File: src/rtl/sc_level_cmd_gen_pkg.sv
// Shared definitions for the level-counter command generator.
// Contents: the command bus encodings, the FSM state type and the default
// level/goal parameters that the top and the testbench use.
package sc_level_cmd_gen_pkg;

    localparam logic [2:0] CMD_INC  = 3'b000;   // counter increments
    localparam logic [2:0] CMD_HOLD = 3'b111;   // counter holds; any other value loads

    localparam int LEVEL_START_DEF = 1;
    localparam int LEVEL_MAX_DEF   = 6;         // 7 cannot be loaded: it encodes hold
    localparam int GOAL_COUNT_DEF  = 3;

    typedef enum logic [1:0] {
        ST_IDLE   = 2'd0,   // bus holds, events evaluated
        ST_ISSUE  = 2'd1,   // command on the bus for exactly one cycle
        ST_SETTLE = 2'd2,   // bus holds while the counter's level updates
        ST_WIN    = 2'd3    // top level finished; only game over / select leave
    } state_t;

endpackage

File: src/rtl/sc_level_cmd_gen_if.sv
// Event/command bus of the level-counter command generator.
// Signals:
//   SC_LEVELCMD_GOAL_InHigh     - frog-in-goal level; rising edge = one arrival
//   SC_LEVELCMD_GAMEOVER_InHigh - game-over level; rising edge acts
//   SC_LEVELCMD_LOAD_InLow      - level-select button; falling edge acts
//   SC_LEVELCMD_SELECT_InBUS    - requested level for a select load
//   SC_LEVELCMD_LEVEL_InBUS     - level fed back from the level counter
//   SC_LEVELCMD_CUENTA_OutLow   - command bus (000 inc, 111 hold, else load)
//   SC_LEVELCMD_GOALS_OutBUS    - arrivals counted in the current level
//   SC_LEVELCMD_WIN_OutHigh     - sticky win flag
// Modports: master drives the events, slave is the command generator.
interface sc_level_cmd_gen_if #(parameter int DATAWIDTH_3 = 3);

    logic                   SC_LEVELCMD_GOAL_InHigh;
    logic                   SC_LEVELCMD_GAMEOVER_InHigh;
    logic                   SC_LEVELCMD_LOAD_InLow;
    logic [DATAWIDTH_3-1:0] SC_LEVELCMD_SELECT_InBUS;
    logic [DATAWIDTH_3-1:0] SC_LEVELCMD_LEVEL_InBUS;
    logic [DATAWIDTH_3-1:0] SC_LEVELCMD_CUENTA_OutLow;
    logic [1:0]             SC_LEVELCMD_GOALS_OutBUS;
    logic                   SC_LEVELCMD_WIN_OutHigh;

    modport master (
        output SC_LEVELCMD_GOAL_InHigh, SC_LEVELCMD_GAMEOVER_InHigh, SC_LEVELCMD_LOAD_InLow,
               SC_LEVELCMD_SELECT_InBUS, SC_LEVELCMD_LEVEL_InBUS,
        input  SC_LEVELCMD_CUENTA_OutLow, SC_LEVELCMD_GOALS_OutBUS, SC_LEVELCMD_WIN_OutHigh
    );

    modport slave (
        input  SC_LEVELCMD_GOAL_InHigh, SC_LEVELCMD_GAMEOVER_InHigh, SC_LEVELCMD_LOAD_InLow,
               SC_LEVELCMD_SELECT_InBUS, SC_LEVELCMD_LEVEL_InBUS,
        output SC_LEVELCMD_CUENTA_OutLow, SC_LEVELCMD_GOALS_OutBUS, SC_LEVELCMD_WIN_OutHigh
    );

endinterface

File: src/rtl/sc_level_cmd_gen_edge.sv
// sc_edge_detect: single-cycle pulse on the active edge of a level input.
// Ports: clk, rst_n (async, active low), din (level input), pulse (edge seen
// this cycle, combinational from the registered history).
// RISE=1 detects 0->1, RISE=0 detects 1->0. IDLE_VAL is the inactive level the
// history resets to, so a signal sitting idle out of reset never fires.
// Macro SC_LEVELCMD_SYNC_EN: adds a 2-flop synchronizer ahead of the detector.
module sc_edge_detect #(
    parameter bit RISE     = 1'b1,
    parameter bit IDLE_VAL = 1'b0
) (
    input  logic clk,
    input  logic rst_n,
    input  logic din,
    output logic pulse
);

    logic s;
    logic prev;

`ifdef SC_LEVELCMD_SYNC_EN
    logic [1:0] sync_q;
    always_ff @(posedge clk or negedge rst_n) begin
        if (!rst_n) sync_q <= {2{IDLE_VAL}};
        else        sync_q <= {sync_q[0], din};
    end
    assign s = sync_q[1];
`else
    assign s = din;
`endif

    always_ff @(posedge clk or negedge rst_n) begin
        if (!rst_n) prev <= IDLE_VAL;
        else        prev <= s;
    end

    assign pulse = RISE ? (s & ~prev) : (~s & prev);

endmodule

File: src/rtl/sc_level_cmd_gen.sv
// sc_level_cmd_gen: turns game events into commands for the level counter.
// Ports: SC_LEVELCMD_CLOCK_50 (clock), SC_LEVELCMD_RESET_InLow (async reset,
// active low), bus (sc_level_cmd_gen_if.slave: event inputs, level feedback,
// command / goal count / win outputs). All outputs are registered.
// Macro SC_LEVELCMD_SYNC_EN: synchronize the event inputs (+2 cycles latency).
module sc_level_cmd_gen
    import sc_level_cmd_gen_pkg::*;
#(
    parameter int DATAWIDTH_3 = 3,
    parameter int LEVEL_START = LEVEL_START_DEF,
    parameter int LEVEL_MAX   = LEVEL_MAX_DEF,
    parameter int GOAL_COUNT  = GOAL_COUNT_DEF
) (
    input logic             SC_LEVELCMD_CLOCK_50,
    input logic             SC_LEVELCMD_RESET_InLow,
    sc_level_cmd_gen_if.slave bus
);

    localparam logic [DATAWIDTH_3-1:0] LV_START = LEVEL_START[DATAWIDTH_3-1:0];
    localparam logic [DATAWIDTH_3-1:0] LV_MAX   = LEVEL_MAX[DATAWIDTH_3-1:0];
    localparam logic [1:0]             GOAL_N   = GOAL_COUNT[1:0];

    logic goal_edge, go_edge, ld_edge;

    sc_edge_detect #(.RISE(1'b1), .IDLE_VAL(1'b0)) u_goal (
        .clk(SC_LEVELCMD_CLOCK_50), .rst_n(SC_LEVELCMD_RESET_InLow),
        .din(bus.SC_LEVELCMD_GOAL_InHigh), .pulse(goal_edge));
    sc_edge_detect #(.RISE(1'b1), .IDLE_VAL(1'b0)) u_gameover (
        .clk(SC_LEVELCMD_CLOCK_50), .rst_n(SC_LEVELCMD_RESET_InLow),
        .din(bus.SC_LEVELCMD_GAMEOVER_InHigh), .pulse(go_edge));
    sc_edge_detect #(.RISE(1'b0), .IDLE_VAL(1'b1)) u_load (
        .clk(SC_LEVELCMD_CLOCK_50), .rst_n(SC_LEVELCMD_RESET_InLow),
        .din(bus.SC_LEVELCMD_LOAD_InLow), .pulse(ld_edge));

    state_t                 state_q, state_d;
    logic [DATAWIDTH_3-1:0] cuenta_q, cuenta_d;
    logic [1:0]             goals_q, goals_d, goals_inc;
    logic                   win_q, win_d;
    // Events arriving while a command is in flight wait here (1-deep each).
    logic                   pgo_q, pgo_d, psel_q, psel_d, pgoal_q, pgoal_d;
    logic [DATAWIDTH_3-1:0] pval_q, pval_d;

    logic [DATAWIDTH_3-1:0] sel_clamp, sel_val, lvl_in, lvl_eff;
    logic                   ev_go, ev_sel, ev_goal;

    assign lvl_in    = bus.SC_LEVELCMD_LEVEL_InBUS;
    // 0 and 7 are not legal levels; treat them as the top so nothing increments.
    assign lvl_eff   = (lvl_in == '0 || lvl_in == '1) ? LV_MAX : lvl_in;
    assign sel_clamp = (bus.SC_LEVELCMD_SELECT_InBUS == '0)    ? LV_START :
                       (bus.SC_LEVELCMD_SELECT_InBUS > LV_MAX) ? LV_MAX   :
                       bus.SC_LEVELCMD_SELECT_InBUS;

    always_ff @(posedge SC_LEVELCMD_CLOCK_50 or negedge SC_LEVELCMD_RESET_InLow) begin
        if (!SC_LEVELCMD_RESET_InLow) begin
            state_q  <= ST_IDLE;
            cuenta_q <= CMD_HOLD;
            goals_q  <= '0;
            win_q    <= 1'b0;
            pgo_q    <= 1'b0;
            psel_q   <= 1'b0;
            pgoal_q  <= 1'b0;
            pval_q   <= '0;
        end else begin
            state_q  <= state_d;
            cuenta_q <= cuenta_d;
            goals_q  <= goals_d;
            win_q    <= win_d;
            pgo_q    <= pgo_d;
            psel_q   <= psel_d;
            pgoal_q  <= pgoal_d;
            pval_q   <= pval_d;
        end
    end

    always_comb begin
        state_d   = state_q;
        cuenta_d  = CMD_HOLD;
        goals_d   = goals_q;
        win_d     = win_q;
        pgo_d     = pgo_q;
        psel_d    = psel_q;
        pgoal_d   = pgoal_q;
        pval_d    = pval_q;
        // Pending flags are only ever set outside IDLE/WIN, and are consumed
        // (or superseded) on the first IDLE cycle, as if the edge were fresh.
        ev_go     = go_edge | pgo_q;
        ev_sel    = ld_edge | psel_q;
        ev_goal   = goal_edge | pgoal_q;
        sel_val   = ld_edge ? sel_clamp : pval_q;
        goals_inc = goals_q + 2'd1;
        case (state_q)
            ST_IDLE, ST_WIN: begin
                pgo_d   = 1'b0;
                psel_d  = 1'b0;
                pgoal_d = 1'b0;
                if (ev_go) begin
                    cuenta_d = LV_START;
                    goals_d  = '0;
                    win_d    = 1'b0;
                    state_d  = ST_ISSUE;
                end else if (ev_sel) begin
                    cuenta_d = sel_val;
                    goals_d  = '0;
                    win_d    = 1'b0;
                    state_d  = ST_ISSUE;
                end else if (ev_goal && state_q == ST_IDLE) begin
                    if (goals_inc == GOAL_N) begin
                        goals_d = '0;
                        if (lvl_eff < LV_MAX) begin
                            cuenta_d = CMD_INC;
                            state_d  = ST_ISSUE;
                        end else begin
                            win_d   = 1'b1;
                            state_d = ST_WIN;
                        end
                    end else begin
                        goals_d = goals_inc;
                    end
                end
            end
            default: begin
                state_d = (state_q == ST_ISSUE) ? ST_SETTLE : ST_IDLE;
                if (go_edge)   pgo_d   = 1'b1;
                if (goal_edge) pgoal_d = 1'b1;
                if (ld_edge && !psel_q) begin
                    psel_d = 1'b1;
                    pval_d = sel_clamp;
                end
            end
        endcase
    end

    assign bus.SC_LEVELCMD_CUENTA_OutLow = cuenta_q;
    assign bus.SC_LEVELCMD_GOALS_OutBUS  = goals_q;
    assign bus.SC_LEVELCMD_WIN_OutHigh   = win_q;

endmodule

File: src/flat_wrapper.sv
// flat-port wrapper written by rule: the top's interface ports become plain ports
module sc_level_cmd_gen_flat import sc_level_cmd_gen_pkg::*;
#(
    parameter int DATAWIDTH_3 = 3,
    parameter int LEVEL_START = LEVEL_START_DEF,
    parameter int LEVEL_MAX   = LEVEL_MAX_DEF,
    parameter int GOAL_COUNT  = GOAL_COUNT_DEF
)
  (SC_LEVELCMD_CLOCK_50, SC_LEVELCMD_RESET_InLow, bus_SC_LEVELCMD_GOAL_InHigh, bus_SC_LEVELCMD_GAMEOVER_InHigh, bus_SC_LEVELCMD_LOAD_InLow, bus_SC_LEVELCMD_SELECT_InBUS, bus_SC_LEVELCMD_LEVEL_InBUS, bus_SC_LEVELCMD_CUENTA_OutLow, bus_SC_LEVELCMD_GOALS_OutBUS, bus_SC_LEVELCMD_WIN_OutHigh);
  sc_level_cmd_gen_if #(.DATAWIDTH_3(DATAWIDTH_3)) bus_i ();
  input logic SC_LEVELCMD_CLOCK_50;
  input logic SC_LEVELCMD_RESET_InLow;
  input wire logic [$bits(bus_i.SC_LEVELCMD_GOAL_InHigh)-1:0] bus_SC_LEVELCMD_GOAL_InHigh;
  input wire logic [$bits(bus_i.SC_LEVELCMD_GAMEOVER_InHigh)-1:0] bus_SC_LEVELCMD_GAMEOVER_InHigh;
  input wire logic [$bits(bus_i.SC_LEVELCMD_LOAD_InLow)-1:0] bus_SC_LEVELCMD_LOAD_InLow;
  input wire logic [$bits(bus_i.SC_LEVELCMD_SELECT_InBUS)-1:0] bus_SC_LEVELCMD_SELECT_InBUS;
  input wire logic [$bits(bus_i.SC_LEVELCMD_LEVEL_InBUS)-1:0] bus_SC_LEVELCMD_LEVEL_InBUS;
  output wire logic [$bits(bus_i.SC_LEVELCMD_CUENTA_OutLow)-1:0] bus_SC_LEVELCMD_CUENTA_OutLow;
  output wire logic [$bits(bus_i.SC_LEVELCMD_GOALS_OutBUS)-1:0] bus_SC_LEVELCMD_GOALS_OutBUS;
  output wire logic [$bits(bus_i.SC_LEVELCMD_WIN_OutHigh)-1:0] bus_SC_LEVELCMD_WIN_OutHigh;
  assign bus_i.SC_LEVELCMD_GOAL_InHigh = bus_SC_LEVELCMD_GOAL_InHigh;
  assign bus_i.SC_LEVELCMD_GAMEOVER_InHigh = bus_SC_LEVELCMD_GAMEOVER_InHigh;
  assign bus_i.SC_LEVELCMD_LOAD_InLow = bus_SC_LEVELCMD_LOAD_InLow;
  assign bus_i.SC_LEVELCMD_SELECT_InBUS = bus_SC_LEVELCMD_SELECT_InBUS;
  assign bus_i.SC_LEVELCMD_LEVEL_InBUS = bus_SC_LEVELCMD_LEVEL_InBUS;
  assign bus_SC_LEVELCMD_CUENTA_OutLow = bus_i.SC_LEVELCMD_CUENTA_OutLow;
  assign bus_SC_LEVELCMD_GOALS_OutBUS = bus_i.SC_LEVELCMD_GOALS_OutBUS;
  assign bus_SC_LEVELCMD_WIN_OutHigh = bus_i.SC_LEVELCMD_WIN_OutHigh;
  sc_level_cmd_gen #(.DATAWIDTH_3(DATAWIDTH_3), .LEVEL_START(LEVEL_START), .LEVEL_MAX(LEVEL_MAX), .GOAL_COUNT(GOAL_COUNT)) u_core (.SC_LEVELCMD_CLOCK_50(SC_LEVELCMD_CLOCK_50), .SC_LEVELCMD_RESET_InLow(SC_LEVELCMD_RESET_InLow), .bus(bus_i));
endmodule
File: config.mk
export PLATFORM = sky130hd
export DESIGN_NAME = sc_level_cmd_gen_flat
export DESIGN_NICKNAME = d
export VERILOG_FILES = /design/src/rtl/sc_level_cmd_gen_pkg.sv /design/src/rtl/sc_level_cmd_gen_if.sv /design/src/rtl/sc_level_cmd_gen_edge.sv /design/src/rtl/sc_level_cmd_gen.sv /design/src/flat_wrapper.sv
export SDC_FILE = /design/constraint.sdc
export NUM_CORES = 1
export LEC_CHECK = 0
export ABC_AREA = 1
export BUFFER_PORTS_ARGS = -buffer_cell sky130_fd_sc_hd__buf_2
export CORE_ASPECT_RATIO = 1.2
export CORE_MARGIN = 4
export CORE_UTILIZATION = 40
export CTS_CLUSTER_DIAMETER = 200
export DETAILED_ROUTE_END_ITERATION = 8
export PLACE_DENSITY_LB_ADDON = 0.12
export SLEW_MARGIN = 40
export SYNTH_ARGS = -nofsm -noshare
export SYNTH_HDL_FRONTEND = slang
export SYNTH_SLANG_ARGS = --single-unit
File: constraint.sdc
create_clock -name SC_LEVELCMD_CLOCK_50 -period 3 [get_ports SC_LEVELCMD_CLOCK_50]
set_clock_uncertainty 0.05 [all_clocks]
set_input_delay 0.45 -clock SC_LEVELCMD_CLOCK_50 [delete_from_list [all_inputs] [get_ports SC_LEVELCMD_CLOCK_50]]
set_output_delay 0.45 -clock SC_LEVELCMD_CLOCK_50 [all_outputs]
set_load 0.05 [all_outputs]
==> results of run 1 <==
==> report_power, final <==
part / total (µW) / internal, µW / switching [µW]
logic: 485 / 146 / 338
clock network: 122 / 49.6 / 72.9
registers: 363 / 321 / 42.3
==> logic make-up after synthesis <==
group / after synthesis
and+or+nand+nor: 44
buffers and inverters: 20
AOI/OAI and AO/OA: 17
DFF: 17
adders and majority gates: 2
==> metrics by stage <==
stage | power [µW] | utilization | instances | hold slack, ns
floorplan | 760 | - | 100 | 0.104
global placement | 847 | 0.477 | 146 | 0.336
detailed placement | 860 | 0.477 | 146 | 0.339
CTS | 989 | 0.491 | 150 | 0.00323
global route | 1050 | 0.491 | 150 | 0.00685
finish | 970 | 0.491 | 150 | 0.00338
==> Yosys cell counts <==
cell type	number
sky130_fd_sc_hd__a21boi_0	1
sky130_fd_sc_hd__a21oi_1	3
sky130_fd_sc_hd__dfrtp_1	13
sky130_fd_sc_hd__dfstp_2	4
sky130_fd_sc_hd__ha_1	2
sky130_fd_sc_hd__inv_1	16
sky130_fd_sc_hd__inv_2	3
sky130_fd_sc_hd__inv_4	1
sky130_fd_sc_hd__nand2_1	23
sky130_fd_sc_hd__nand2_2	2
sky130_fd_sc_hd__nand2_4	2
sky130_fd_sc_hd__nand3_1	8
sky130_fd_sc_hd__nor2_1	5
sky130_fd_sc_hd__nor2_4	2
sky130_fd_sc_hd__nor3_1	1
sky130_fd_sc_hd__nor3_4	1
sky130_fd_sc_hd__o211ai_1	1
sky130_fd_sc_hd__o21ai_0	7
sky130_fd_sc_hd__o21ai_1	2
sky130_fd_sc_hd__o21ai_2	2
sky130_fd_sc_hd__o21bai_2	1
==> registers in the layout, indices dropped and copies added (netlist names), 2 cells and up <==
| register | flops |
|---|---|
| u_core.state_q | 2 |
| u_core.pval_q | 3 |
| u_core.bus.SC_LEVELCMD_CUENTA_OutLow | 3 |
| u_core.bus.SC_LEVELCMD_GOALS_OutBUS | 2 |
==> area by class of cell <==
cell class / count / area, µm² / share of cell area
Clock buffer: 3 / 22.5 / 0.0224
Clock inverter: 1 / 5.00 / 0.00498
Inverter: 20 / 77.6 / 0.0771
Multi-Input combinational cell: 63 / 353 / 0.351
Sequential cell: 17 / 430 / 0.428
Tap cell: 30 / 37.5 / 0.0373
Timing Repair Buffer: 16 / 80.1 / 0.0796
==> metal layers <==
layer / track usage / part of all wire
met1: 0.131 / 0.43
met2: 0.185 / 0.50
met3: 0.0329 / 0.041
met4: 0.0808 / 0.030
met5: 0 / 0
==> layout by cell type (no fill, tap or decap), drive strengths merged <==
master | netlist | routed
nand2 | 27 | 27
inv | 20 | 20
buf | 0 | 16
dfrtp | 13 | 13
o21ai | 11 | 11
nand3 | 8 | 8
nor2 | 7 | 7
dfstp | 4 | 4
a21oi | 3 | 3
clkbuf | 0 | 3
ha | 2 | 2
nor3 | 2 | 2
o21bai | 1 | 1
a21boi | 1 | 1
o211ai | 1 | 1
clkinv | 0 | 1
==> worst max path at each step <==
stage	slack [ns]	startpoint	cells after the start	end
after floorplan	1.62	u_core.state_q[0]$_DFFE_PN0P_	7	u_core.pval_q[2]$_DFFE_PN0P_
after CTS	1.41	u_core.bus.SC_LEVELCMD_CUENTA_OutLow[1]$_DFF_PN1_	1	bus_SC_LEVELCMD_CUENTA_OutLow[1]
after global routing	1.38	u_core.bus.SC_LEVELCMD_CUENTA_OutLow[2]$_DFF_PN1_	1	bus_SC_LEVELCMD_CUENTA_OutLow[2]
after detailed placement	1.52	u_core.state_q[0]$_DFFE_PN0P_	7	u_core.pval_q[1]$_DFFE_PN0P_
final	1.44	u_core.bus.SC_LEVELCMD_CUENTA_OutLow[2]$_DFF_PN1_	1	bus_SC_LEVELCMD_CUENTA_OutLow[2]
after global placement	1.57	u_core.state_q[0]$_DFFE_PN0P_	7	u_core.pval_q[1]$_DFFE_PN0P_
==> report_table.html, run 1 <==
<table>
<tr><th>Metric</th><th>Value</th></tr>
<tr><th colspan="2">Status</th></tr>
<tr><td>Status</td><td>complete, no violations</td></tr>
<tr><th colspan="2">Critical path</th></tr>
<tr><td>Required time of the worst setup path</td><td>2.50 ns</td></tr>
<tr><td>R2R cell count</td><td>7</td></tr>
<tr><td>Highest-delay cell along the critical path</td><td>sky130_fd_sc_hd__dfstp_2</td></tr>
<tr><td>Reg-to-reg critical path endpoint</td><td>u_core.pval_q[1]$_DFFE_PN0P_</td></tr>
<tr><td>Category of the critical setup timing path</td><td>flip-flop to output port</td></tr>
<tr><td>Setup slack on the worst flop-to-flop path</td><td>1.53 ns</td></tr>
<tr><td>Max incr delay on CP</td><td>0.52 ns</td></tr>
<tr><td>Ordered list of cells on the worst path</td><td>buf_2</td></tr>
<tr><td>Worst path arrival time</td><td>1.06 ns</td></tr>
<tr><td>Worst Path Buf+Inv</td><td>1</td></tr>
<tr><td>Largest fanout of any net on the critical path</td><td>1</td></tr>
<tr><td>Worst Setup End Kind</td><td>output port</td></tr>
<tr><td>Kind of launch point of the worst setup path</td><td>flip-flop</td></tr>
<tr><td>R2R Path Start</td><td>u_core.state_q[0]$_DFFE_PN0P_</td></tr>
<tr><td>Crit path max-delay family</td><td>flip-flops</td></tr>
<tr><th colspan="2">Floorplanning</th></tr>
<tr><td>DIE WIDTH</td><td>50.4 µm</td></tr>
<tr><td>Die area</td><td>2960 µm²</td></tr>
<tr><td>Die Span Y</td><td>58.8 µm</td></tr>
<tr><td>Initial cell density of the core</td><td>0.420</td></tr>
<tr><td>I/O Pins</td><td>17</td></tr>
<tr><td>Cell row count</td><td>18</td></tr>
<tr><td>Core Region</td><td>2050 µm²</td></tr>
<tr><th colspan="2">CTS</th></tr>
<tr><td>Cell at the root of the clock tree</td><td>sky130_fd_sc_hd__clkbuf_4</td></tr>
<tr><td>Number of buffers added by the clock tree synthesis step</td><td>3</td></tr>
<tr><td>Maximum buffer depth of the clock tree</td><td>2</td></tr>
<tr><td>Number of H-tree branching levels</td><td>1</td></tr>
<tr><td>Reg clk slew, reported paths</td><td>0.10 ns</td></tr>
<tr><td>Buffers inserted during post-CTS setup optimization</td><td>0</td></tr>
<tr><td>Post-CTS sizing</td><td>0</td></tr>
<tr><td>Clock sinks</td><td>17</td></tr>
<tr><td>Clk_lat worst skew</td><td>0.29 ns</td></tr>
<tr><td>Number of hold buffers added after CTS</td><td>0</td></tr>
<tr><td>TritonCTS clock tree</td><td>built</td></tr>
<tr><th colspan="2">Logic synthesis</th></tr>
<tr><td>Area contributors post-synth</td><td>sky130_fd_sc_hd__dfrtp_1, sky130_fd_sc_hd__dfstp_2, sky130_fd_sc_hd__nand2_1</td></tr>
<tr><td>Biggest area consumer among synthesized cells</td><td>sky130_fd_sc_hd__dfrtp_1</td></tr>
<tr><td>Yosys top cell area share</td><td>0.378</td></tr>
<tr><td>Dominant combinational cell family by area after synthesis</td><td>simple AND/OR/NAND/NOR gates</td></tr>
<tr><td>Syn Inst Count</td><td>100</td></tr>
<tr><td>Number of nets in the synthesized netlist</td><td>113</td></tr>
<tr><td>Adder and majority cell fraction of the synthesized area</td><td>0.0291</td></tr>
<tr><td>Mux cell area share after synthesis</td><td>0</td></tr>
<tr><td>Simple-gate area share of the yosys netlist</td><td>0.260</td></tr>
<tr><td>Share of the synthesized netlist area taken by xor and xnor gates</td><td>0</td></tr>
<tr><td>Synthesis-stage register bit count</td><td>17</td></tr>
<tr><td>Synthesized-area fraction occupied by ao, oa, aoi and oai cells</td><td>0.121</td></tr>
<tr><td>Sequential element share of the synthesized area</td><td>0.500</td></tr>
<tr><td>Yosys warning total</td><td>0</td></tr>
<tr><td>Netlist area before placement</td><td>861 µm²</td></tr>
<tr><td>Number of distinct library cells after synthesis</td><td>21</td></tr>
<tr><td>Average footprint of a synthesized cell</td><td>8.61 µm²</td></tr>
<tr><th colspan="2">Timing</th></tr>
<tr><td>Hold Violations, Final</td><td>0</td></tr>
<tr><td>Worst slew margin relative to its limit</td><td>0.754</td></tr>
<tr><td>Tmin final</td><td>1.56 ns</td></tr>
<tr><td>Total setup violations reported at the end of the flow</td><td>0</td></tr>
<tr><td>Least setup slack across all paths after layout</td><td>1.44 ns</td></tr>
<tr><td>Final Cycle Share</td><td>0.520</td></tr>
<tr><td>RSZ-0062 raised after global routing</td><td>false</td></tr>
<tr><td>Worst slew pin tran</td><td>0.368 ns</td></tr>
<tr><td>Max Transition Viols Final</td><td>0</td></tr>
<tr><td>Max Freq</td><td>640 MHz</td></tr>
<tr><td>TNS Setup</td><td>0 ns</td></tr>
<tr><th colspan="2">Finish</th></tr>
<tr><td>Antenna diodes</td><td>0</td></tr>
<tr><td>Post-route design area</td><td>1010 µm²</td></tr>
<tr><td>Count of filler cells inserted in the layout</td><td>211</td></tr>
<tr><td>Fraction of final layout cells with drive strength greater than 1</td><td>0.317</td></tr>
<tr><td>Area added between synthesis and finish</td><td>16.9%</td></tr>
<tr><td>Count of nets after finishing</td><td>134</td></tr>
<tr><th colspan="2">Pwr</th></tr>
<tr><td>Power density over cell area</td><td>965 nW/µm²</td></tr>
<tr><td>Worst voltage drop across the vdd grid</td><td>0.000395 V</td></tr>
<tr><td>Leak</td><td>0.000513 µW</td></tr>
<tr><th colspan="2">Placement</th></tr>
<tr><td>Placed standard-cell area</td><td>978 µm²</td></tr>
<tr><td>Setup slack at placement</td><td>1.52 ns</td></tr>
<tr><td>Buffers added on ports</td><td>16</td></tr>
<tr><td>Dpl hpwl</td><td>1.24 mm</td></tr>
<tr><td>Global placer's final weighted congestion</td><td>0.864</td></tr>
<tr><th colspan="2">Global routing</th></tr>
<tr><td>All-layer global routing usage</td><td>0.115</td></tr>
<tr><td>Initial antenna violation count</td><td>0</td></tr>
<tr><td>Wire length of the first global-routing pass</td><td>2.50 mm</td></tr>
<tr><td>Largest net degree at the start of global routing</td><td>18</td></tr>
<tr><td>Overflow left after global routing</td><td>0</td></tr>
<tr><td>Number of global-route vias before repair</td><td>627</td></tr>
<tr><th colspan="2">Detailed routing</th></tr>
<tr><td>Post-route DRC</td><td>0</td></tr>
<tr><td>Via count of the routed design</td><td>699</td></tr>
<tr><td>Total wire length</td><td>1.51 mm</td></tr>
<tr><td>Vias per inst</td><td>4.66</td></tr>
<tr><td>Detailed-routing iteration count for the pre-antenna-repair pass</td><td>4</td></tr>
<tr><td>Routed length per placed instance</td><td>10.1 µm</td></tr>
<tr><td>Initial DRC Count</td><td>15</td></tr>
<tr><td>Post-detailed-route count of antenna-violating nets</td><td>0</td></tr>
<tr><th colspan="2">Hold path</th></tr>
<tr><td>Class of the most critical hold timing path</td><td>input port to asynchronous set/reset pin</td></tr>
<tr><th colspan="2">Job</th></tr>
<tr><td>Number of max-capacitance violations reported</td><td>0</td></tr>
</table>
(Power assumes the default switching activity.)
==> run 2: changes to the inputs <==
==> constraint.sdc (replaced) <==
create_clock -name SC_LEVELCMD_CLOCK_50 -period 1.64 [get_ports SC_LEVELCMD_CLOCK_50]
set_clock_uncertainty 0.05 [all_clocks]
set_input_delay 0.246 -clock SC_LEVELCMD_CLOCK_50 [delete_from_list [all_inputs] [get_ports SC_LEVELCMD_CLOCK_50]]
set_output_delay 0.246 -clock SC_LEVELCMD_CLOCK_50 [all_outputs]
set_load 0.05 [all_outputs]
==> run 2 against run 1 <==
Effect of this change:
- power is 84% higher
- clock power is 86% higher
- highest routed layer unchanged
- utilization is 2.0 points higher
- non-clock buffer count is 4 higher
- largest cell class unchanged
- global-route usage is 0.77 points higher
- routed wire length is 0.93% higher
==> report_table.html, run 2 (same netlist as run 1, synthesis figures left out) <==
<table>
<tr><th>Metric</th><th>Value</th></tr>
<tr><th colspan="2">Global routing</th></tr>
<tr><td>Largest net degree at the start of global routing</td><td>18</td></tr>
<tr><td>All-layer global routing usage</td><td>0.123</td></tr>
<tr><td>Overflow left after global routing</td><td>0</td></tr>
<tr><td>Number of global-route vias before repair</td><td>678</td></tr>
<tr><td>Wire length of the first global-routing pass</td><td>2.67 mm</td></tr>
<tr><td>Initial antenna violation count</td><td>0</td></tr>
<tr><th colspan="2">Pwr</th></tr>
<tr><td>Power density over cell area</td><td>1710 nW/µm²</td></tr>
<tr><td>Leak</td><td>0.000529 µW</td></tr>
<tr><td>Worst voltage drop across the vdd grid</td><td>0.000698 V</td></tr>
<tr><th colspan="2">Placement</th></tr>
<tr><td>Dpl hpwl</td><td>1.19 mm</td></tr>
<tr><td>Buffers added on ports</td><td>16</td></tr>
<tr><td>Global placer's final weighted congestion</td><td>0.865</td></tr>
<tr><td>Setup slack at placement</td><td>0.127 ns</td></tr>
<tr><td>Cells after DPL</td><td>146</td></tr>
<tr><th colspan="2">Floorplanning</th></tr>
<tr><td>Core Region</td><td>2050 µm²</td></tr>
<tr><td>Initial cell density of the core</td><td>0.420</td></tr>
<tr><td>Cell row count</td><td>18</td></tr>
<tr><td>I/O Pins</td><td>17</td></tr>
<tr><td>DIE WIDTH</td><td>50.4 µm</td></tr>
<tr><td>Die Span Y</td><td>58.8 µm</td></tr>
<tr><td>Die area</td><td>2960 µm²</td></tr>
<tr><th colspan="2">Timing</th></tr>
<tr><td>Tmin final</td><td>1.51 ns</td></tr>
<tr><td>Worst slew margin relative to its limit</td><td>0.749</td></tr>
<tr><td>Max Transition Viols Final</td><td>0</td></tr>
<tr><td>Worst slew pin tran</td><td>0.376 ns</td></tr>
<tr><td>Final Cycle Share</td><td>0.920</td></tr>
<tr><td>Max Freq</td><td>663 MHz</td></tr>
<tr><td>Total setup violations reported at the end of the flow</td><td>0</td></tr>
<tr><td>TNS Setup</td><td>0 ns</td></tr>
<tr><td>Least setup slack across all paths after layout</td><td>0.131 ns</td></tr>
<tr><td>RSZ-0062 raised after global routing</td><td>false</td></tr>
<tr><td>Hold Violations, Final</td><td>0</td></tr>
<tr><th colspan="2">Finish</th></tr>
<tr><td>Count of nets after finishing</td><td>138</td></tr>
<tr><td>Antenna diodes</td><td>0</td></tr>
<tr><td>Fraction of final layout cells with drive strength greater than 1</td><td>0.306</td></tr>
<tr><td>Non-filler instance count after layout</td><td>154</td></tr>
<tr><td>Most common cell after layout, fill and taps aside</td><td>sky130_fd_sc_hd__nand2_1</td></tr>
<tr><td>Area added between synthesis and finish</td><td>21.5%</td></tr>
<tr><td>Commonest cells after routing, fill and taps aside</td><td>sky130_fd_sc_hd__nand2_1, sky130_fd_sc_hd__inv_1, sky130_fd_sc_hd__buf_2</td></tr>
<tr><th colspan="2">Critical path</th></tr>
<tr><td>Worst Setup End Kind</td><td>flip-flop</td></tr>
<tr><td>Setup slack on the worst flop-to-flop path</td><td>0.13 ns</td></tr>
<tr><td>Highest-delay cell along the critical path</td><td>sky130_fd_sc_hd__ha_1</td></tr>
<tr><td>Kind of launch point of the worst setup path</td><td>flip-flop</td></tr>
<tr><td>Worst Path Buf+Inv</td><td>3</td></tr>
<tr><td>Largest fanout of any net on the critical path</td><td>9</td></tr>
<tr><td>Crit path max-delay family</td><td>adder cells</td></tr>
<tr><td>Required time of the worst setup path</td><td>1.78 ns</td></tr>
<tr><td>Max incr delay on CP</td><td>0.39 ns</td></tr>
<tr><td>R2R cell count</td><td>7</td></tr>
<tr><td>Category of the critical setup timing path</td><td>flip-flop to flip-flop</td></tr>
<tr><td>Ordered list of cells on the worst path</td><td>inv_1 -&gt; ha_1 -&gt; inv_4 -&gt; nor3_4 -&gt; inv_2 -&gt; nand2_1 -&gt; o21ai_2</td></tr>
<tr><td>Instance count on the critical path</td><td>7</td></tr>
<tr><td>Worst path arrival time</td><td>1.65 ns</td></tr>
<tr><th colspan="2">CTS</th></tr>
<tr><td>Number of buffers added by the clock tree synthesis step</td><td>3</td></tr>
<tr><td>TritonCTS clock tree</td><td>built</td></tr>
<tr><td>Maximum buffer depth of the clock tree</td><td>2</td></tr>
<tr><td>Reg clk slew, reported paths</td><td>0.10 ns</td></tr>
<tr><td>Cell at the root of the clock tree</td><td>sky130_fd_sc_hd__clkbuf_4</td></tr>
<tr><td>Post-CTS sizing</td><td>0</td></tr>
<tr><td>Clk_lat worst skew</td><td>0.29 ns</td></tr>
<tr><td>Number of H-tree branching levels</td><td>1</td></tr>
<tr><td>Clock sinks</td><td>17</td></tr>
<tr><th colspan="2">Detailed routing</th></tr>
<tr><td>Vias per inst</td><td>4.44</td></tr>
<tr><td>Initial DRC Count</td><td>5</td></tr>
<tr><td>Total wire length</td><td>1.52 mm</td></tr>
<tr><td>Via count of the routed design</td><td>684</td></tr>
<tr><td>Routed length per placed instance</td><td>9.90 µm</td></tr>
<tr><td>Post-route DRC</td><td>0</td></tr>
<tr><td>Post-detailed-route count of antenna-violating nets</td><td>0</td></tr>
<tr><td>Detailed-routing iteration count for the pre-antenna-repair pass</td><td>3</td></tr>
<tr><th colspan="2">Job</th></tr>
<tr><td>Number of max-capacitance violations reported</td><td>0</td></tr>
<tr><th colspan="2">Hold path</th></tr>
<tr><td>WHS Path Cells</td><td>3</td></tr>
<tr><td>Class of the most critical hold timing path</td><td>input port to flip-flop</td></tr>
<tr><th colspan="2">Status</th></tr>
<tr><td>Status</td><td>complete, no violations</td></tr>
</table>
==> run 2: routing by layer <==
layer | vias up | part of all wire | GRT usage
li1 | 360 | - | -
met1 | 308 | 0.43 | 0.130
met2 | 11 | 0.50 | 0.211
met3 | 5 | 0.044 | 0.0354
met4 | 0 | 0.030 | 0.0808
met5 | - | 0 | 0
==> run 2: final timing paths <==
| check | from | end |
|---|---|---|
| setup / recovery | u_core.state_q[0]$_DFFE_PN0P_ | u_core.pval_q[1]$_DFFE_PN0P_ |
| hold / removal | bus_SC_LEVELCMD_SELECT_InBUS[2] | u_core.pval_q[2]$_DFFE_PN0P_ |
| setup reg to reg | u_core.state_q[0]$_DFFE_PN0P_ | u_core.pval_q[1]$_DFFE_PN0P_ |
| hold reg to reg | u_core.pval_q[2]$_DFFE_PN0P_ | u_core.pval_q[2]$_DFFE_PN0P_ |
| max in group asynchronous | SC_LEVELCMD_RESET_InLow | u_core.u_load.prev$_DFF_PN1_ |
| min in group asynchronous | SC_LEVELCMD_RESET_InLow | u_core.u_gameover.prev$_DFF_PN0_ |
==> run 2: metrics by stage <==
| stage | power (µW) | area (µm²) | utilization | hold WS, ns |
|---|---|---|---|---|
| global route | 1950 | 1050 | 0.510 | 0.186 |
| global placement | 1550 | 978 | 0.477 | 0.132 |
| CTS | 1820 | 1050 | 0.510 | 0.177 |
| finish | 1780 | 1050 | 0.510 | 0.185 |
| floorplan | 1390 | 861 | - | -0.0996 |
| detailed placement | 1570 | 978 | 0.477 | 0.136 |
==> run 2: area by class of cell <==
cell class	instances	area [µm²]
clock inverter	1	5.00
timing repair buffer	20	120
fill	209	1000
tap	30	37.5
clock buffer	3	22.5
inverter	20	77.6
multi-input combinational	63	353
sequential	17	430
==> run 2: power breakdown <==
part	internal [µW]	total [µW]	switching, µW	leakage, µW
combinational	273	890	617	0.000303
sequential	587	667	80.4	0.000208
clock	90.8	227	136	0.0000177
total	951	1780	833	0.000529
==> run 2: worst min-delay path: stages <==
cell and delay, ns:
sky130_fd_sc_hd__buf_2 0.10, sky130_fd_sc_hd__inv_1 0.09, sky130_fd_sc_hd__o21ai_2 0.07
==> run 2: timing repair <==
item | 4_1_cts | 5_1_grt
endpoints found under the setup margin | 0 | 0
endpoints found under the hold margin | 16 | 0
hold buffers | 4 | 0
buffers inserted | 0 | 0
==> run 3: changes to the inputs <==
--- a/config.mk
+++ b/config.mk
@@ -5,14 +5,14 @@
 export SDC_FILE = /design/constraint.sdc
 export NUM_CORES = 1
 export LEC_CHECK = 0
-export ABC_AREA = 1
 export BUFFER_PORTS_ARGS = -buffer_cell sky130_fd_sc_hd__buf_2
 export CORE_ASPECT_RATIO = 1.2
 export CORE_MARGIN = 4
 export CORE_UTILIZATION = 40
 export CTS_CLUSTER_DIAMETER = 200
 export DETAILED_ROUTE_END_ITERATION = 8
-export PLACE_DENSITY_LB_ADDON = 0.12
+export GPL_ROUTABILITY_DRIVEN = 0
+export PLACE_DENSITY = 0.66
 export SLEW_MARGIN = 40
 export SYNTH_ARGS = -nofsm -noshare
 export SYNTH_HDL_FRONTEND = slang
==> run 3 against run 2 <==
Effect of this change:
- sequential share of layout area is 0.82 points lower
- non-clock buffer count is 6 higher
- global-route usage is 0.11 points lower
- cell area is 2.6% higher
- synthesized cell count is 29% lower
- critical path type unchanged
- clock power hardly changed
- routed wire length is 2.4% lower
==> report_table.html, run 3 <==
<table>
<tr><th>Metric</th><th>Value</th></tr>
<tr><th colspan="2">Logic synthesis</th></tr>
<tr><td>Average footprint of a synthesized cell</td><td>11.7 µm²</td></tr>
<tr><td>Most repeated cell in the gate-level netlist after synthesis</td><td>sky130_fd_sc_hd__dfrtp_1</td></tr>
<tr><td>Most used flip-flop cell after synthesis</td><td>sky130_fd_sc_hd__dfrtp_1</td></tr>
<tr><td>Yosys warning total</td><td>0</td></tr>
<tr><td>Synthesis-stage register bit count</td><td>17</td></tr>
<tr><td>Biggest area consumer among synthesized cells</td><td>sky130_fd_sc_hd__dfrtp_1</td></tr>
<tr><td>Syn Inst Count</td><td>71</td></tr>
<tr><td>Yosys top cell area share</td><td>0.392</td></tr>
<tr><td>Sequential element share of the synthesized area</td><td>0.518</td></tr>
<tr><td>Fraction of registers with async set/reset</td><td>1.00</td></tr>
<tr><td>Number of nets in the synthesized netlist</td><td>84</td></tr>
<tr><td>Netlist area before placement</td><td>831 µm²</td></tr>
<tr><td>Number of distinct library cells after synthesis</td><td>34</td></tr>
<tr><td>Area contributors post-synth</td><td>sky130_fd_sc_hd__dfrtp_1, sky130_fd_sc_hd__dfstp_2, sky130_fd_sc_hd__inv_1</td></tr>
<tr><td>Most used standard cells in the synthesized netlist</td><td>sky130_fd_sc_hd__dfrtp_1, sky130_fd_sc_hd__inv_1, sky130_fd_sc_hd__a21oi_1</td></tr>
<tr><td>EDFF count, synth</td><td>0</td></tr>
<tr><th colspan="2">Critical path</th></tr>
<tr><td>Category of the critical setup timing path</td><td>flip-flop to flip-flop</td></tr>
<tr><td>Kind of launch point of the worst setup path</td><td>flip-flop</td></tr>
<tr><td>Required time of the worst setup path</td><td>1.81 ns</td></tr>
<tr><td>Largest fanout of any net on the critical path</td><td>4</td></tr>
<tr><td>Worst path arrival time</td><td>1.79 ns</td></tr>
<tr><td>Worst Setup End Kind</td><td>flip-flop</td></tr>
<tr><th colspan="2">Finish</th></tr>
<tr><td>Antenna diodes</td><td>0</td></tr>
<tr><td>Area added between synthesis and finish</td><td>29.2%</td></tr>
<tr><td>Commonest cells after routing, fill and taps aside</td><td>sky130_fd_sc_hd__buf_2, sky130_fd_sc_hd__dfrtp_1, sky130_fd_sc_hd__inv_1, sky130_fd_sc_hd__buf_4, sky130_fd_sc_hd__a21oi_1</td></tr>
<tr><td>Combined area of the multi-input logic cells</td><td>393 µm²</td></tr>
<tr><td>Most common cell after layout, fill and taps aside</td><td>sky130_fd_sc_hd__buf_2</td></tr>
<tr><td>Final core occ</td><td>0.561</td></tr>
<tr><td>Area occupied by registers</td><td>433 µm²</td></tr>
<tr><td>Fraction of final layout cells with drive strength greater than 1</td><td>0.490</td></tr>
<tr><td>Count of filler cells inserted in the layout</td><td>172</td></tr>
<tr><td>Count of nets after finishing</td><td>114</td></tr>
<tr><td>Non-filler instance count after layout</td><td>119</td></tr>
<tr><th colspan="2">Timing</th></tr>
<tr><td>Hold Violations, Final</td><td>0</td></tr>
<tr><td>Tmin final</td><td>1.62 ns</td></tr>
<tr><td>Worst slew pin tran</td><td>0.373 ns</td></tr>
<tr><td>Worst slew margin relative to its limit</td><td>0.751</td></tr>
<tr><td>Max Transition Viols Final</td><td>0</td></tr>
<tr><td>Final Cycle Share</td><td>0.987</td></tr>
<tr><td>RSZ-0062 raised after global routing</td><td>true</td></tr>
<tr><td>Max Freq</td><td>618 MHz</td></tr>
<tr><td>Least setup slack across all paths after layout</td><td>0.0213 ns</td></tr>
<tr><td>Total setup violations reported at the end of the flow</td><td>0</td></tr>
<tr><th colspan="2">Job</th></tr>
<tr><td>Number of max-capacitance violations reported</td><td>0</td></tr>
<tr><th colspan="2">CTS</th></tr>
<tr><td>Reg clk slew, reported paths</td><td>0.09 ns</td></tr>
<tr><td>Clock sinks</td><td>17</td></tr>
<tr><td>Number of buffers added by the clock tree synthesis step</td><td>3</td></tr>
<tr><td>Maximum buffer depth of the clock tree</td><td>2</td></tr>
<tr><td>Clk_lat worst skew</td><td>0.30 ns</td></tr>
<tr><td>Number of H-tree branching levels</td><td>1</td></tr>
<tr><td>TritonCTS clock tree</td><td>built</td></tr>
<tr><td>Cell at the root of the clock tree</td><td>sky130_fd_sc_hd__clkbuf_4</td></tr>
<tr><th colspan="2">Detailed routing</th></tr>
<tr><td>Routed length per placed instance</td><td>12.5 µm</td></tr>
<tr><td>Detailed-routing iteration count for the pre-antenna-repair pass</td><td>4</td></tr>
<tr><td>Post-detailed-route count of antenna-violating nets</td><td>0</td></tr>
<tr><td>Initial DRC Count</td><td>5</td></tr>
<tr><td>Total wire length</td><td>1.49 mm</td></tr>
<tr><td>Vias per inst</td><td>5.03</td></tr>
<tr><td>Via count of the routed design</td><td>598</td></tr>
<tr><td>Post-route DRC</td><td>0</td></tr>
<tr><th colspan="2">Global routing</th></tr>
<tr><td>Wire length of the first global-routing pass</td><td>2.60 mm</td></tr>
<tr><td>Number of global-route vias before repair</td><td>621</td></tr>
<tr><td>Overflow left after global routing</td><td>0</td></tr>
<tr><td>Largest net degree at the start of global routing</td><td>18</td></tr>
<tr><td>Initial antenna violation count</td><td>0</td></tr>
<tr><td>All-layer global routing usage</td><td>0.121</td></tr>
<tr><th colspan="2">Pwr</th></tr>
<tr><td>Power density over cell area</td><td>1700 nW/µm²</td></tr>
<tr><td>Design Power</td><td>1830 µW</td></tr>
<tr><td>Leak</td><td>0.000496 µW</td></tr>
<tr><td>Worst voltage drop across the vdd grid</td><td>0.000753 V</td></tr>
<tr><th colspan="2">Floorplanning</th></tr>
<tr><td>Die area</td><td>2870 µm²</td></tr>
<tr><td>I/O Pins</td><td>17</td></tr>
<tr><td>Core Region</td><td>1910 µm²</td></tr>
<tr><td>Cell row count</td><td>17</td></tr>
<tr><td>Die Span Y</td><td>57.9 µm</td></tr>
<tr><td>DIE WIDTH</td><td>49.6 µm</td></tr>
<tr><td>Initial cell density of the core</td><td>0.434</td></tr>
<tr><th colspan="2">Placement</th></tr>
<tr><td>Setup slack at placement</td><td>-0.0407 ns</td></tr>
<tr><td>Buffers added on ports</td><td>16</td></tr>
<tr><td>Dpl hpwl</td><td>1.16 mm</td></tr>
<tr><td>Cells after DPL</td><td>113</td></tr>
<tr><th colspan="2">Hold path</th></tr>
<tr><td>Class of the most critical hold timing path</td><td>input port to flip-flop</td></tr>
<tr><th colspan="2">Status</th></tr>
<tr><td>Status</td><td>complete, no violations</td></tr>
</table>
-- run 3: cell count changes in the layout (fill, tap and decap cells not counted), moves of 3 or more --
cell                      previous run  this run
sky130_fd_sc_hd__nand2_1            23         1
sky130_fd_sc_hd__inv_1              16         7
sky130_fd_sc_hd__nand3_1             8         0
sky130_fd_sc_hd__buf_4               0         7
sky130_fd_sc_hd__o21ai_0             7         2
sky130_fd_sc_hd__nor2_1              5         2
-- run 3: cell type report --
type                       instances  area share
inverter                           9      0.0315
timing repair buffer              26       0.153
sequential                        17       0.403
multi-input combinational         44       0.366
tap                               19      0.0221
clock buffer                       4      0.0245
-- run 3: what timing repair did --
item,4_1_cts,5_1_grt
hold buffers,2,0
pin swaps,2,3
endpoints found under the hold margin,14,0
endpoints found under the setup margin,4,6
buffers inserted,0,0
resized for setup,2,6
-- run 3: final timing paths --
path	start	end	slack, ns	cells after the start
max reg2reg	u_core.pgo_q$_DFFE_PN0P_	u_core.bus.SC_LEVELCMD_GOALS_OutBUS[1]$_DFFE_PN0P_	0.02	3
min	bus_SC_LEVELCMD_LOAD_InLow	u_core.u_load.prev$_DFF_PN1_	0.03	1
max	u_core.pgo_q$_DFFE_PN0P_	u_core.bus.SC_LEVELCMD_GOALS_OutBUS[1]$_DFFE_PN0P_	0.02	3
max in group asynchronous	SC_LEVELCMD_RESET_InLow	u_core.u_load.prev$_DFF_PN1_	0.89	2
min reg2reg	u_core.bus.SC_LEVELCMD_WIN_OutHigh$_DFFE_PN0P_	u_core.bus.SC_LEVELCMD_WIN_OutHigh$_DFFE_PN0P_	0.46	1
min in group asynchronous	SC_LEVELCMD_RESET_InLow	u_core.pval_q[1]$_DFFE_PN0P_	0.34	2
-- run 3: power by group --
group	total, µW	switching [µW]	internal [µW]
combinational	944	508	436
clock	225	130	94.9
sequential	658	72.9	586
total	1830	712	1120
-- run 3: critical path, stage by stage, from the launching register on --
cell                        delay, ns
sky130_fd_sc_hd__dfrtp_1         0.42
sky130_fd_sc_hd__a2111oi_4       0.41
sky130_fd_sc_hd__or4b_4          0.52
sky130_fd_sc_hd__o22ai_1         0.14
-- run 3: kinds of logic after synthesis --
logic type | share of synthesized area
DFF | 0.518
adders and majority gates | 0.0422
AOI/OAI and AO/OA | 0.167
and+or+nand+nor | 0.176
muxes | 0.0512
buffers and inverters | 0.0452
-- run 3: through the flow --
stage	hold slack, ns	TNS [ns]	cell area, µm²
2_1_floorplan	-0.0996	0	833
3_3_place_gp	0.135	-0.0274	993
3_5_place_dp	0.136	-0.0771	993
4_1_cts	0.0136	0	1050
5_1_grt	0.0134	-0.121	1070
6_report	0.0302	0	1070
-- run 3: metal layers --
layer,track usage,share of wire
met4,0.0830,0.028
met5,0,0
met1,0.154,0.48
met2,0.187,0.46
met3,0.0231,0.034
